<file path="config.mk">
export PLATFORM = sky130hd
export DESIGN_NAME = rx_pol_ctrl
export DESIGN_NICKNAME = d
export VERILOG_FILES = /design/src/rtl/rx_pol_ctrl.sv
export SDC_FILE = /design/constraint.sdc
export NUM_CORES = 1
export LEC_CHECK = 0
export ABC_CLOCK_PERIOD_IN_PS = 5200
export CAP_MARGIN = 20
export CORE_MARGIN = 2
export CORE_UTILIZATION = 56
export DETAILED_ROUTE_END_ITERATION = 12
export PLACE_DENSITY = 0.85
export SKIP_CTS_REPAIR_TIMING = 1
export SYNTH_ARGS = -nofsm -noshare
export SYNTH_HDL_FRONTEND = slang
export SYNTH_SLANG_ARGS = --single-unit
</file>
<file path="constraint.sdc">
create_clock -name i_clk -period 5.2 [get_ports i_clk]
set_clock_uncertainty 0.15 [all_clocks]
set_input_delay 1.3 -clock i_clk [delete_from_list [all_inputs] [get_ports i_clk]]
set_output_delay 1.3 -clock i_clk [all_outputs]
set_load 0.005 [all_outputs]
</file>
<file path="src/rtl/rx_pol_ctrl.sv">
// rx_pol_ctrl: sequencer for the RX polarity adjuster.
// Walks IDLE -> SETTLE -> ACQUIRE -> LOCKED and retries through BACKOFF
// after each acquisition timeout. After MAX_RETRY retries it parks in FAIL
// until i_restart. All outputs come straight from flops, so every output
// reflects the state and inputs sampled at the previous clock edge.
module rx_pol_ctrl #(
  parameter int unsigned SETTLE_CYC  = 64,
  parameter int unsigned ACQ_TIMEOUT = 4096,
  parameter int unsigned BACKOFF_CYC = 256,
  parameter int unsigned MAX_RETRY   = 3,
  parameter int unsigned CNT_W       = 13
) (
  input  logic       i_clk,
  input  logic       i_rst_n,
  input  logic       i_enable,
  input  logic       i_restart,
  input  logic       i_cont_mode,
  input  logic       i_force_en,
  input  logic       i_force_val,
  input  logic       i_pol_done,
  input  logic       i_pol_status,
  output logic       o_pol_adj_en,
  output logic       o_pol_cont_adj,
  output logic       o_pol_ow,
  output logic       o_pol_ow_val,
  output logic       o_locked,
  output logic       o_fail,
  output logic       o_lock_lost,
  output logic       o_pol_flip,
  output logic       o_lock_pol,
  output logic [3:0] o_retry_cnt,
  output logic [2:0] o_state
);

  // State encoding is visible on o_state, so the values are fixed.
  localparam logic [2:0] ST_IDLE    = 3'd0;
  localparam logic [2:0] ST_SETTLE  = 3'd1;
  localparam logic [2:0] ST_ACQUIRE = 3'd2;
  localparam logic [2:0] ST_LOCKED  = 3'd3;
  localparam logic [2:0] ST_BACKOFF = 3'd4;
  localparam logic [2:0] ST_FAIL    = 3'd5;

  // Terminal counts for the timed states.
  localparam logic [CNT_W-1:0] SETTLE_LAST  = CNT_W'(SETTLE_CYC - 1);
  localparam logic [CNT_W-1:0] ACQ_LAST     = CNT_W'(ACQ_TIMEOUT - 1);
  localparam logic [CNT_W-1:0] BACKOFF_LAST = CNT_W'(BACKOFF_CYC - 1);
  localparam logic [CNT_W-1:0] CNT_MAX      = {CNT_W{1'b1}};
  localparam logic [3:0]       RETRY_LAST   = 4'(MAX_RETRY);

  // Sequencer state.
  logic [2:0]       state_reg;
  logic [2:0]       state_next;
  logic [CNT_W-1:0] cnt_reg;
  logic [CNT_W-1:0] cnt_next;
  logic [3:0]       retry_reg;
  logic [3:0]       retry_next;
  logic             lock_pol_reg;
  logic             lock_pol_next;

  // Registered outputs.
  logic             adj_en_reg;
  logic             cont_adj_reg;
  logic             ow_reg;
  logic             ow_val_reg;
  logic             locked_reg;
  logic             fail_reg;
  logic             lock_lost_reg;
  logic             flip_reg;

  // Next-cycle values of the pulse and decode outputs.
  logic             adj_en_next;
  logic             lock_lost_next;
  logic             flip_next;
  logic             timed_out;

  assign timed_out = (cnt_reg == ACQ_LAST);

  // Next-state, counter, retry and latched-polarity logic.
  always_comb begin
    state_next     = state_reg;
    retry_next     = retry_reg;
    lock_pol_next  = lock_pol_reg;
    lock_lost_next = 1'b0;
    flip_next      = 1'b0;

    if (!i_enable) begin
      // Dropping enable abandons the sequence from any state.
      state_next    = ST_IDLE;
      retry_next    = 4'd0;
      lock_pol_next = 1'b0;
    end else begin
      case (state_reg)
        ST_IDLE: begin
          state_next = ST_SETTLE;
        end
        ST_SETTLE: begin
          if (cnt_reg == SETTLE_LAST) begin
            state_next = ST_ACQUIRE;
          end
        end
        ST_ACQUIRE: begin
          // A lock reported on the timeout cycle still counts as a lock.
          if (i_pol_done) begin
            state_next    = ST_LOCKED;
            lock_pol_next = i_pol_status;
            retry_next    = 4'd0;
          end else if (timed_out) begin
            if (retry_reg == RETRY_LAST) begin
              state_next = ST_FAIL;
            end else begin
              state_next = ST_BACKOFF;
              retry_next = retry_reg + 4'd1;
            end
          end
        end
        ST_LOCKED: begin
          if (!i_pol_done) begin
            state_next     = ST_ACQUIRE;
            lock_lost_next = 1'b1;
          end else if (i_pol_status != lock_pol_reg) begin
            // Flip pulse and the new latched polarity appear together.
            flip_next     = 1'b1;
            lock_pol_next = i_pol_status;
          end
        end
        ST_BACKOFF: begin
          if (cnt_reg == BACKOFF_LAST) begin
            state_next = ST_ACQUIRE;
          end
        end
        ST_FAIL: begin
          if (i_restart) begin
            state_next = ST_SETTLE;
            retry_next = 4'd0;
          end
        end
        default: begin
          state_next = ST_IDLE;
          retry_next = 4'd0;
        end
      endcase
    end

    // Counter restarts on every state entry. States that can dwell
    // indefinitely (IDLE, LOCKED, FAIL) saturate instead of wrapping.
    if (!i_enable || (state_next != state_reg)) begin
      cnt_next = '0;
    end else if (cnt_reg == CNT_MAX) begin
      cnt_next = cnt_reg;
    end else begin
      cnt_next = cnt_reg + 1'b1;
    end

    adj_en_next = (state_next == ST_ACQUIRE) || (state_next == ST_LOCKED);
  end

  // State, counter and output registers with synchronous active-low reset.
  always_ff @(posedge i_clk) begin
    if (!i_rst_n) begin
      state_reg     <= ST_IDLE;
      cnt_reg       <= '0;
      retry_reg     <= 4'd0;
      lock_pol_reg  <= 1'b0;
      adj_en_reg    <= 1'b0;
      cont_adj_reg  <= 1'b0;
      ow_reg        <= 1'b0;
      ow_val_reg    <= 1'b0;
      locked_reg    <= 1'b0;
      fail_reg      <= 1'b0;
      lock_lost_reg <= 1'b0;
      flip_reg      <= 1'b0;
    end else begin
      state_reg     <= state_next;
      cnt_reg       <= cnt_next;
      retry_reg     <= retry_next;
      lock_pol_reg  <= lock_pol_next;
      adj_en_reg    <= adj_en_next;
      cont_adj_reg  <= i_cont_mode & adj_en_next;
      ow_reg        <= i_force_en;
      ow_val_reg    <= i_force_val;
      locked_reg    <= (state_next == ST_LOCKED);
      fail_reg      <= (state_next == ST_FAIL);
      lock_lost_reg <= lock_lost_next;
      flip_reg      <= flip_next;
    end
  end

  assign o_pol_adj_en   = adj_en_reg;
  assign o_pol_cont_adj = cont_adj_reg;
  assign o_pol_ow       = ow_reg;
  assign o_pol_ow_val   = ow_val_reg;
  assign o_locked       = locked_reg;
  assign o_fail         = fail_reg;
  assign o_lock_lost    = lock_lost_reg;
  assign o_pol_flip     = flip_reg;
  assign o_lock_pol     = lock_pol_reg;
  assign o_retry_cnt    = retry_reg;
  assign o_state        = state_reg;

endmodule

</file>
==> results of run 1 <==
-- layer usage --
metal,global-route usage (%),up-vias,part of all wire (%)
li1,-,649,-
met1,30.8,573,49
met2,33.3,26,45
met3,8.06,7,4.8
met4,8.54,0,1.3
met5,0,-,0
-- worst min path at each step --
stage	start	to	slack [ns]	cells after the start
2_1_floorplan	o_retry_cnt[1]	o_retry_cnt[1]	0.34	2
5_1_grt	o_retry_cnt[1]	o_retry_cnt[1]	0.41	2
3_5_place_dp	o_retry_cnt[1]	o_retry_cnt[1]	0.36	2
6_report	o_retry_cnt[1]	o_retry_cnt[1]	0.37	2
4_1_cts	o_retry_cnt[1]	o_retry_cnt[1]	0.37	2
3_3_place_gp	o_retry_cnt[1]	o_retry_cnt[1]	0.35	2
-- logic make-up (layout without fill, tap and decap cells) --
| family | count (synthesis) | after routing | synth area share (%) |
|---|---|---|---|
| AND/OR/NAND/NOR | 81 | 81 | 30.3 |
| AO/OA/AOI/OAI | 31 | 31 | 16.5 |
| flip-flops | 29 | 29 | 39.7 |
| buffers and inverters | 10 | 36 | 5.73 |
| XOR/XNOR | 8 | 8 | 4.79 |
| adder cells (fa/ha/maj) | 2 | 2 | 1.71 |
| multiplexers | 2 | 2 | 1.37 |
-- cell usage in the layout, fill, tap and decap left out, types with 3 or more instances in the layout --
cell             Yosys  final
dfxtp_1             29     29
clkdlybuf4s50_1      0     24
nand2_1             19     19
nor2_1              18     18
nand3_1              8      8
nand4_1              7      7
and2_1               7      7
xor2_1               6      6
a31oi_1              5      5
a21oi_1              5      5
clkbuf_4             0      5
inv_1                4      4
nor3_1               4      4
and3_1               3      3
a211oi_1             3      3
o22ai_1              3      3
-- worst max-delay path, delay by kind of cell --
| family | cells | cell delay, ns |
|---|---|---|
| AO/OA/AOI/OAI | 3 | 0.98 |
| AND/OR/NAND/NOR | 2 | 0.27 |
| buffers and inverters | 1 | 0.52 |
-- area by class of cell --
| class | count | area, µm² |
|---|---|---|
| inverter | 4 | 15.0 |
| fill | 209 | 742 |
| timing repair buffer | 25 | 248 |
| clock buffer | 7 | 55.1 |
| tap | 30 | 37.5 |
| multi-input combinational | 124 | 800 |
| sequential | 29 | 581 |
-- power breakdown --
| group | internal (µW) | switching, µW |
|---|---|---|
| logic | 12.2 | 10.7 |
| registers | 224 | 2.18 |
| clock network | 63.7 | 72.9 |
-- stage by stage --
| stage | utilization [%] | instances | total power (µW) | worst slack, ns | area, µm² |
|---|---|---|---|---|---|
| 2_1_floorplan | - | 163 | 244 | 2.49 | 1460 |
| 3_3_place_gp | 67.8 | 212 | 253 | 1.87 | 1680 |
| 3_5_place_dp | 67.8 | 212 | 254 | 1.80 | 1680 |
| 4_1_cts | 70.1 | 219 | 388 | 2.15 | 1740 |
| 5_1_grt | 70.1 | 219 | 401 | 1.98 | 1740 |
| 6_report | 70.1 | 219 | 385 | 2.14 | 1740 |
==> metrics.md, run 1 <==
| Metric | Value |
|---|---|
| Status | `finished clean` |
| Die ar. | `between 3000 and 4000 µm²` |
| Root Buffer | `clkbuf_4` |
| Synth Flop Type | `dfxtp_1` |
| Crit Path Max Fanout | `13` |
| Critical path's slowest cell | `o31ai_2` |
| CTS tree | `done` |
| Final min period | `~3.1 ns` |
| Top post-synthesis cells by count | `29 x dfxtp_1, 19 x nand2_1, 18 x nor2_1` |
| CTS Buf Count | `5` |
| Seq/Total Area, Yosys | `39.7%` |
| CTS Buffer Depth | `2` |
| Area delta synth->final | `18.5%` |
| Crit-path cells | `clkdlybuf4s50_1 > nand3b_1 > o31ai_1 > a311oi_1 > o31ai_2 > nor3_1` |
| Yosys reg bits | `29` |
| Total Routing Usage GR | `between 20% and 30%` |
| Pwr dens | `between 200 and 250 nW/µm²` |
| Highest clock rate | `about 330 MHz` |
| CP max stage delay | `between 0.7 and 0.8 ns` |
| Area contributors post-synth | `dfxtp_1 40%, nand2_1 4.9%, nor2_1 4.6%` |
| GRT overflow | `0` |
| Synth top area share | `39.7%` |
| # diodes | `0` |
| DR WL/cell | `13.5 µm` |
| Headroom to the max-slew limit | `between 30% and 40%` |
| First-pass GRT wire length | `around 4.9 mm` |
| Setup slack, reg-to-reg | `about 2.3 ns` |
| Clock sinks | `29` |
| WP data required | `between 5 and 6 ns` |
| Post-route DRC | `0` |
| Initial Util | `just under 60%` |
| Row cnt | `18` |
| Worst IR drop on VDD | `between 0.15 and 0.2 mV` |
| RSZ-0062 raised after global routing | `no` |
| Top-count cell post-synth | `dfxtp_1` |
| HP Class | `reg -> reg` |
| Max Cap Viol | `0` |
| Worst Setup End Kind | `register` |
| R2R Path Start | `cnt_reg[0]` |
| Reg2reg end | `cnt_reg[2]` |
| Post-synth EDFFs | `0` |
| IO Pins | `25` |
| Setup TNS | `0 ns` |
| Clk_lat worst skew | `around 0.33 ns` |
| Largest net degree at the start of global routing | `14` |
| Dpl hpwl | `2.17 mm` |
| Crit path from | `i_pol_done` |
| Port-buffer cells | `24` |
| RD Place Congestion | `about 0.86` |
| Max FFs per register | `13` |
| Distinct cells, synth | `42` |
| Yosys warning count | `0` |
| Die height | `roughly 55 µm` |
| Crit path to | `cnt_reg[2]` |
| CORE AREA | `between 2000 and 2500 µm²` |
| Cell taking the most area after synthesis | `dfxtp_1` |
| Synth Instances | `between 150 and 200` |
| Worst setup SP type | `primary input` |
| Fin. Hold Viols | `0` |
| Via count | `roughly 1,300` |
| Vias in the first global route | `roughly 1,100` |
| Drt initial violations | `20` |
| H-tree levels | `2` |
| DIE WIDTH | `55.1 µm` |
| CP Class | `in -> reg` |
| Final nets | `200` |
| CP Data Arrival Time | `~3.1 ns` |
| Syn avg cell area | `~9 µm²` |
| Initial antenna violation count | `0` |
| Total length of routed wires | `~3 mm` |
| Final Max Slew Viols | `0` |
| Synth Net Count | `about 170` |
| Pre-Repair DR Iteration Count | `4` |
| Tcrit/Tclk final | `between 50 and 60%` |
| Fin Hold WS | `0.367 ns` |
| R2R depth | `7` |
| Layout cell share with drive strength beyond 1 | `around a tenth` |
| Post-synth ARST share | `0%` |
| Via density per instance | `about 5.7` |
| Worst-Margin Slew | `approximately 0.90 ns` |
| ANT nets after route | `0` |
| # setup viols final | `0` |
| Cell Area, Synth | `about 1500 µm²` |
| Leak | `between 0.0006 and 0.0007 µW` |
| Reg clk slew, reported paths | `approximately 0.090 ns` |
Power figures use the tool's default switching activity.
==> run 2: changes to the inputs <==
--- a/config.mk
+++ b/config.mk
@@ -5,12 +5,12 @@
 export SDC_FILE = /design/constraint.sdc
 export NUM_CORES = 1
 export LEC_CHECK = 0
-export ABC_CLOCK_PERIOD_IN_PS = 5200
+export ABC_CLOCK_PERIOD_IN_PS = 2700
 export CAP_MARGIN = 20
 export CORE_MARGIN = 2
-export CORE_UTILIZATION = 56
+export CORE_UTILIZATION = 47
 export DETAILED_ROUTE_END_ITERATION = 12
-export PLACE_DENSITY = 0.85
+export PLACE_DENSITY = 0.76
 export SKIP_CTS_REPAIR_TIMING = 1
 export SYNTH_ARGS = -nofsm -noshare
 export SYNTH_HDL_FRONTEND = slang
==> constraint.sdc (replaced) <==
create_clock -name i_clk -period 2.7 [get_ports i_clk]
set_clock_uncertainty 0.15 [all_clocks]
set_input_delay 0.675 -clock i_clk [delete_from_list [all_inputs] [get_ports i_clk]]
set_output_delay 0.675 -clock i_clk [all_outputs]
set_load 0.005 [all_outputs]
==> run 2 against run 1 <==
Global-route usage shrank 2.5 points. Largest power group unchanged. Final area up 4.6%. Via count rose by 7.3%. First-iteration DRC count up 85%. Power up 100%. Sequential power up 92%. Count of clock-buffer cells in the layout is the same. Largest cell class unchanged.
==> metrics.md, run 2 (same netlist as run 1, synthesis figures left out) <==
| Metric | Value |
|---|---|
| RSZ-0062 raised after global routing | `no` |
| Port-buffer cells | `24 (unchanged)` |
| Final Max Slew Viols | `0 (unchanged)` |
| GRT overflow | `0 (unchanged)` |
| Initial Util | `48.8% (-10 points)` |
| CP Class | `reg -> reg` |
| Worst Setup End Kind | `register` |
| Post-Place Cells | `222 (+4.7%)` |
| # setup viols final | `0 (unchanged)` |
| Vias in the first global route | `1,257 (+16%)` |
| H-tree levels | `2 (unchanged)` |
| Clock sinks | `29 (unchanged)` |
| DIE WIDTH | `59.8 µm (+8.5%)` |
| CP Data Arrival Time | `2.46 ns (-0.62 ns)` |
| Fin. Hold Viols | `0 (unchanged)` |
| First-pass GRT wire length | `5.51 mm (+13%)` |
| Row cnt | `20 (+2)` |
| CORE AREA | `3000 µm² (+21%)` |
| Critical path's slowest cell | `o31ai_4` |
| Design Area, Final | `1820 µm² (+4.6%)` |
| Final WS setup | `0.282 ns (-1.86 ns)` |
| Final min period | `~2.4 ns` |
| Total length of routed wires | `3.18 mm (+7.4%)` |
| Status | `finished clean` |
| Commonest non-fill, non-tap cell in the layout | `dfxtp_1` |
| Headroom to the max-slew limit | `62.3% (+23 points)` |
| Post-route DRC | `0 (unchanged)` |
| Total Routing Usage GR | `20.4% (-2.5 points)` |
| Pwr dens | `429 nW/µm² (+93%)` |
| Most frequent cells in the layout | `29 x dfxtp_1, 24 x clkdlybuf4s50_1, 19 x nand2_1, 18 x nor2_1` |
| DP Worst Slack | `-0.0914 ns (-1.89 ns)` |
| CP max stage delay | `0.57 ns (-0.18 ns)` |
| Die ar. | `3580 µm² (+18%)` |
| Root Buffer | `clkbuf_4` |
| Reg clk slew, reported paths | `0.09 ns (about the same)` |
| Drt initial violations | `37 (+85%)` |
| Worst IR drop on VDD | `0.242 mV (+26%)` |
| CTS Buf Count | `5 (unchanged)` |
| Clk_lat worst skew | `0.32 ns (about the same)` |
| Initial antenna violation count | `0 (unchanged)` |
| # diodes | `0 (unchanged)` |
| Worst-Margin Slew | `0.566 ns (-0.337 ns)` |
| Via density per instance | `5.85 (+2.1%)` |
| Highest clock rate | `slightly above 400 MHz` |
| Finished Layout Cells | `230 (+5.0%)` |
| Dpl hpwl | `2.46 mm (+13%)` |
| Die height | `59.8 µm (+8.5%)` |
| Max Cap Viol | `0 (unchanged)` |
| WP data required | `2.74 ns (-2.48 ns)` |
| IO Pins | `25 (unchanged)` |
| Setup TNS | `0 ns (unchanged)` |
| Crit-path cells | `or4_4 > nor4_4 > a211oi_1 > o31ai_4 > nor2_1` |
| Tcrit/Tclk final | `around 90%` |
| Area delta synth->final | `24.0%` |
| HP Class | `reg -> reg` |
| Max FFs per register | `13 (unchanged)` |
| Layout cell share with drive strength beyond 1 | `13.7% (+4.2 points)` |
| Placement Cell Area | `1740 µm² (+3.4%)` |
| Worst setup SP type | `register` |
| Crit Path Max Fanout | `13 (unchanged)` |
| Leak | `0.000650 µW (+7.7%)` |
| CTS tree | `done` |
| ANT nets after route | `0 (unchanged)` |
| CTS Buffer Depth | `2 (unchanged)` |
| RD Place Congestion | `0.890 (+3.1%)` |
| Largest net degree at the start of global routing | `14 (unchanged)` |
| Final nets | `207 (+3.5%)` |
| Via count | `1,346 (+7.3%)` |
| DR WL/cell | `13.8 µm (+2.3%)` |
| Pre-Repair DR Iteration Count | `4 (unchanged)` |
run 2: cell types whose count changed in the layout (fill, tap and decap cells not counted):
cell,previous run,this run
clkinv_2,0,1
clkbuf_1,1,0
o31ai_4,0,1
buf_4,1,8
clkbuf_8,1,2
o31ai_2,1,0
run 2: layout make-up:
| type | count | area [µm²] |
|---|---|---|
| clock buffer | 7 | 65.1 |
| inverter | 4 | 15.0 |
| tap | 33 | 41.3 |
| clock inverter | 1 | 5.00 |
| timing repair buffer | 32 | 300 |
| sequential | 29 | 581 |
| multi-input combinational | 124 | 808 |
| fill | 280 | 1190 |
run 2: critical path, delay by kind of cell, from the launching register on:
kind,cells,cell delay [ns]
simple gates,3,1.02
compound gates,2,0.74
flops,1,0.37
run 2: path summary, 6_finish.rpt:
kind | startpoint | to | depth (start not counted) | slack [ns]
worst max-delay path | cnt_reg[12] | cnt_reg[6] | 5 | 0.28
worst min-delay path | o_retry_cnt[2] | o_retry_cnt[2] | 2 | 0.38
worst max register to register | cnt_reg[12] | cnt_reg[6] | 5 | 0.28
worst min register to register | o_retry_cnt[2] | o_retry_cnt[2] | 2 | 0.38
run 2: per-stage QoR:
stage               hold WS [ns]  utilization, %  total power [µW]
floorplan                  0.337               -               470
global placement           0.336            57.8               491
detailed placement         0.367            57.8               492
CTS                        0.379            60.2               786
global route               0.409            60.5               808
finish                     0.377            60.5               778
run 2: power breakdown:
group | total, µW | leakage [µW] | switching [µW] | internal (µW)
Sequential | 433 | 0.000234 | 2.14 | 431
Combinational | 50.7 | 0.000374 | 24.4 | 26.2
Clock | 294 | 0.0000413 | 144 | 151
run 2: layer usage:
| metal | vias up | track usage [%] | share of wire, % |
|---|---|---|---|
| li1 | 663 | - | - |
| met1 | 626 | 24.6 | 45 |
| met2 | 48 | 34.2 | 47 |
| met3 | 9 | 5.19 | 5.4 |
| met4 | 0 | 8.57 | 1.9 |
| met5 | - | 0 | 0 |
==> run 3: changes to the inputs <==
==> constraint.sdc (replaced) <==
create_clock -name i_clk -period 2.7 [get_ports i_clk]
set_clock_uncertainty 0.15 [all_clocks]
set_input_delay 0.27 -clock i_clk [delete_from_list [all_inputs] [get_ports i_clk]]
set_output_delay 0.27 -clock i_clk [all_outputs]
set_load 0.005 [all_outputs]
==> run 3 against run 2 <==
Sequential power hardly changed. Hold slack got worse by 0.029 ns. Register-to-register slack barely moved. Flip-flop and latch count unchanged. Global-route usage is 1.5 points higher. Clock power is 7.8% lower. Largest power group unchanged. Critical endpoint is now cnt_reg[2]. Setup slack gained 0.0024 ns. First-iteration DRC count up 5.4%. Via count shrank 2.2%. Routed wire length grew 4.7%. Die area did not move.
==> metrics.md, run 3 (same netlist as run 1, synthesis figures left out) <==
| Metric | Value |
|---|---|
| Status | `finished clean` |
| Port-buffer cells | `24 (unchanged)` |
| Headroom to the max-slew limit | `52.0% (-10 points)` |
| Post-route DRC | `0 (unchanged)` |
| Worst IR drop on VDD | `0.208 mV (-14%)` |
| Via count | `1,316 (-2.2%)` |
| Commonest non-fill, non-tap cell in the layout | `dfxtp_1` |
| Critical path's slowest cell | `nor4_1` |
| Pwr dens | `426 nW/µm² (-0.70%)` |
| IO Pins | `25 (unchanged)` |
| Area delta synth->final | `20.9%` |
| Worst Setup End Kind | `register` |
| RD Place Congestion | `0.876 (-1.7%)` |
| GRT overflow | `0 (unchanged)` |
| Layout cell share with drive strength beyond 1 | `10.9% (-2.8 points)` |
| CTS Buffer Depth | `2 (unchanged)` |
| Final Power | `753 µW (-3.2%)` |
| # diodes | `0 (unchanged)` |
| Final min period | `2.42 ns (-0.00237 ns)` |
| Clk_lat worst skew | `0.33 ns (about the same)` |
| Destination of the worst hold path | `o_pol_cont_adj` |
| Die height | `59.8 µm (unchanged)` |
| Fin. Hold Viols | `0 (unchanged)` |
| ANT nets after route | `0 (unchanged)` |
| Highest clock rate | `414 MHz (about the same)` |
| Worst-Margin Slew | `0.713 ns (+0.147 ns)` |
| FF+latch area | `581 µm² (unchanged)` |
| Hold Crit Start | `i_cont_mode` |
| CORE AREA | `3000 µm² (unchanged)` |
| CP Data Arrival Time | `2.46 ns (about the same)` |
| Clock sinks | `29 (unchanged)` |
| Worst setup SP type | `register` |
| Initial antenna violation count | `0 (unchanged)` |
| Total length of routed wires | `3.33 mm (+4.7%)` |
| Root Buffer | `clkbuf_4` |
| Vias in the first global route | `1,263 (+0.48%)` |
| Leak | `0.000619 µW (-4.7%)` |
| DIE WIDTH | `59.8 µm (unchanged)` |
| # setup viols final | `0 (unchanged)` |
| H-tree levels | `2 (unchanged)` |
| R2R depth | `5 (unchanged)` |
| CP max stage delay | `0.65 ns (+0.08 ns)` |
| Total Routing Usage GR | `21.8% (+1.5 points)` |
| WP data required | `2.75 ns (about the same)` |
| CTS Buf Count | `5 (unchanged)` |
| Max Cap Viol | `0 (unchanged)` |
| Fillers | `270 (-3.6%)` |
| Reg2reg end | `cnt_reg[2]` |
| Worst Hold Depth | `2 (unchanged)` |
| First-pass GRT wire length | `5.69 mm (+3.4%)` |
| Pre-Repair DR Iteration Count | `4 (unchanged)` |
| Max FFs per register | `13 (unchanged)` |
| DR WL/cell | `14.8 µm (+7.1%)` |
| Tcrit/Tclk final | `89.5% (about the same)` |
| HP Class | `in -> reg` |
| Final nets | `203 (-1.9%)` |
| Setup slack, reg-to-reg | `0.28 ns (about the same)` |
| Dpl hpwl | `2.42 mm (-1.6%)` |
| Most frequent cells in the layout | `29 x dfxtp_1, 24 x clkdlybuf4s50_1, 19 x nand2_1, 18 x nor2_1, 8 x nand3_1` |
| Crit Path Max Fanout | `13 (unchanged)` |
| Multi-input gate area | `808 µm² (unchanged)` |
| Reg clk slew, reported paths | `0.09 ns (about the same)` |
| Drt initial violations | `39 (+5.4%)` |
| Final Max Slew Viols | `0 (unchanged)` |
| CP Class | `reg -> reg` |
| Setup TNS | `0 ns (unchanged)` |
| CTS tree | `done` |
| Largest net degree at the start of global routing | `14 (unchanged)` |
| R2R Path Start | `cnt_reg[8]` |
| Die ar. | `3580 µm² (unchanged)` |
| RSZ-0062 raised after global routing | `no` |
| Crit-path cells | `or4_4 > nor4_1 > a221oi_1 > o31ai_4 > nor3_1` |
| Via density per instance | `5.85 (about the same)` |
| Initial Util | `48.8% (unchanged)` |
| Row cnt | `20 (unchanged)` |
[run 3: through the flow]
stage	area, µm²	worst slack (ns)	std cells	hold slack [ns]	util, %
2_1_floorplan	1460	0.459	163	0.192	-
3_3_place_gp	1710	0.194	218	0.336	56.8
3_5_place_dp	1710	0.117	218	0.347	56.8
4_1_cts	1760	0.0834	225	0.352	58.7
5_1_grt	1770	0.170	225	0.359	59.0
6_report	1770	0.285	225	0.347	59.0
[run 3: report_power, final]
part / switching, µW / internal (µW) / total [µW]
registers: 4.17 / 431 / 435
clock network: 148 / 123 / 271
logic: 23.3 / 24.2 / 47.5
[run 3: worst max-delay path by stage]
stage	startpoint	endpoint	slack (ns)	cells past startpoint
2_1_floorplan	cnt_reg[0]	cnt_reg[3]	0.46	7
3_3_place_gp	cnt_reg[0]	cnt_reg[2]	0.19	6
3_5_place_dp	cnt_reg[0]	cnt_reg[2]	0.12	6
4_1_cts	cnt_reg[0]	cnt_reg[2]	0.08	6
5_1_grt	cnt_reg[0]	cnt_reg[2]	0.17	6
6_report	cnt_reg[8]	cnt_reg[2]	0.28	5
[run 3: cell type report]
| type | count | area share, % |
|---|---|---|
| multi-input cells | 124 | 45.7 |
| inverters | 4 | 0.848 |
| clock buffers | 7 | 3.11 |
| repair buffers | 28 | 15.3 |
| flip-flops and latches | 29 | 32.8 |
| well taps | 33 | 2.33 |
[run 3: critical path: cells and delay by family, from the launching register on]
kind             cells  cell delay [ns]
AO/OA/AOI/OAI        2             0.45
flip-flops           1             0.38
AND/OR/NAND/NOR      3             1.29
[run 3: routing by layer]
metal  wire length [µm]  up-vias  track usage [%]
li1                   -      649                -
met1               1460      622             26.9
met2               1600       38             33.5
met3                196        7             8.01
met4                 76        0             10.5
met5                  0        -                0
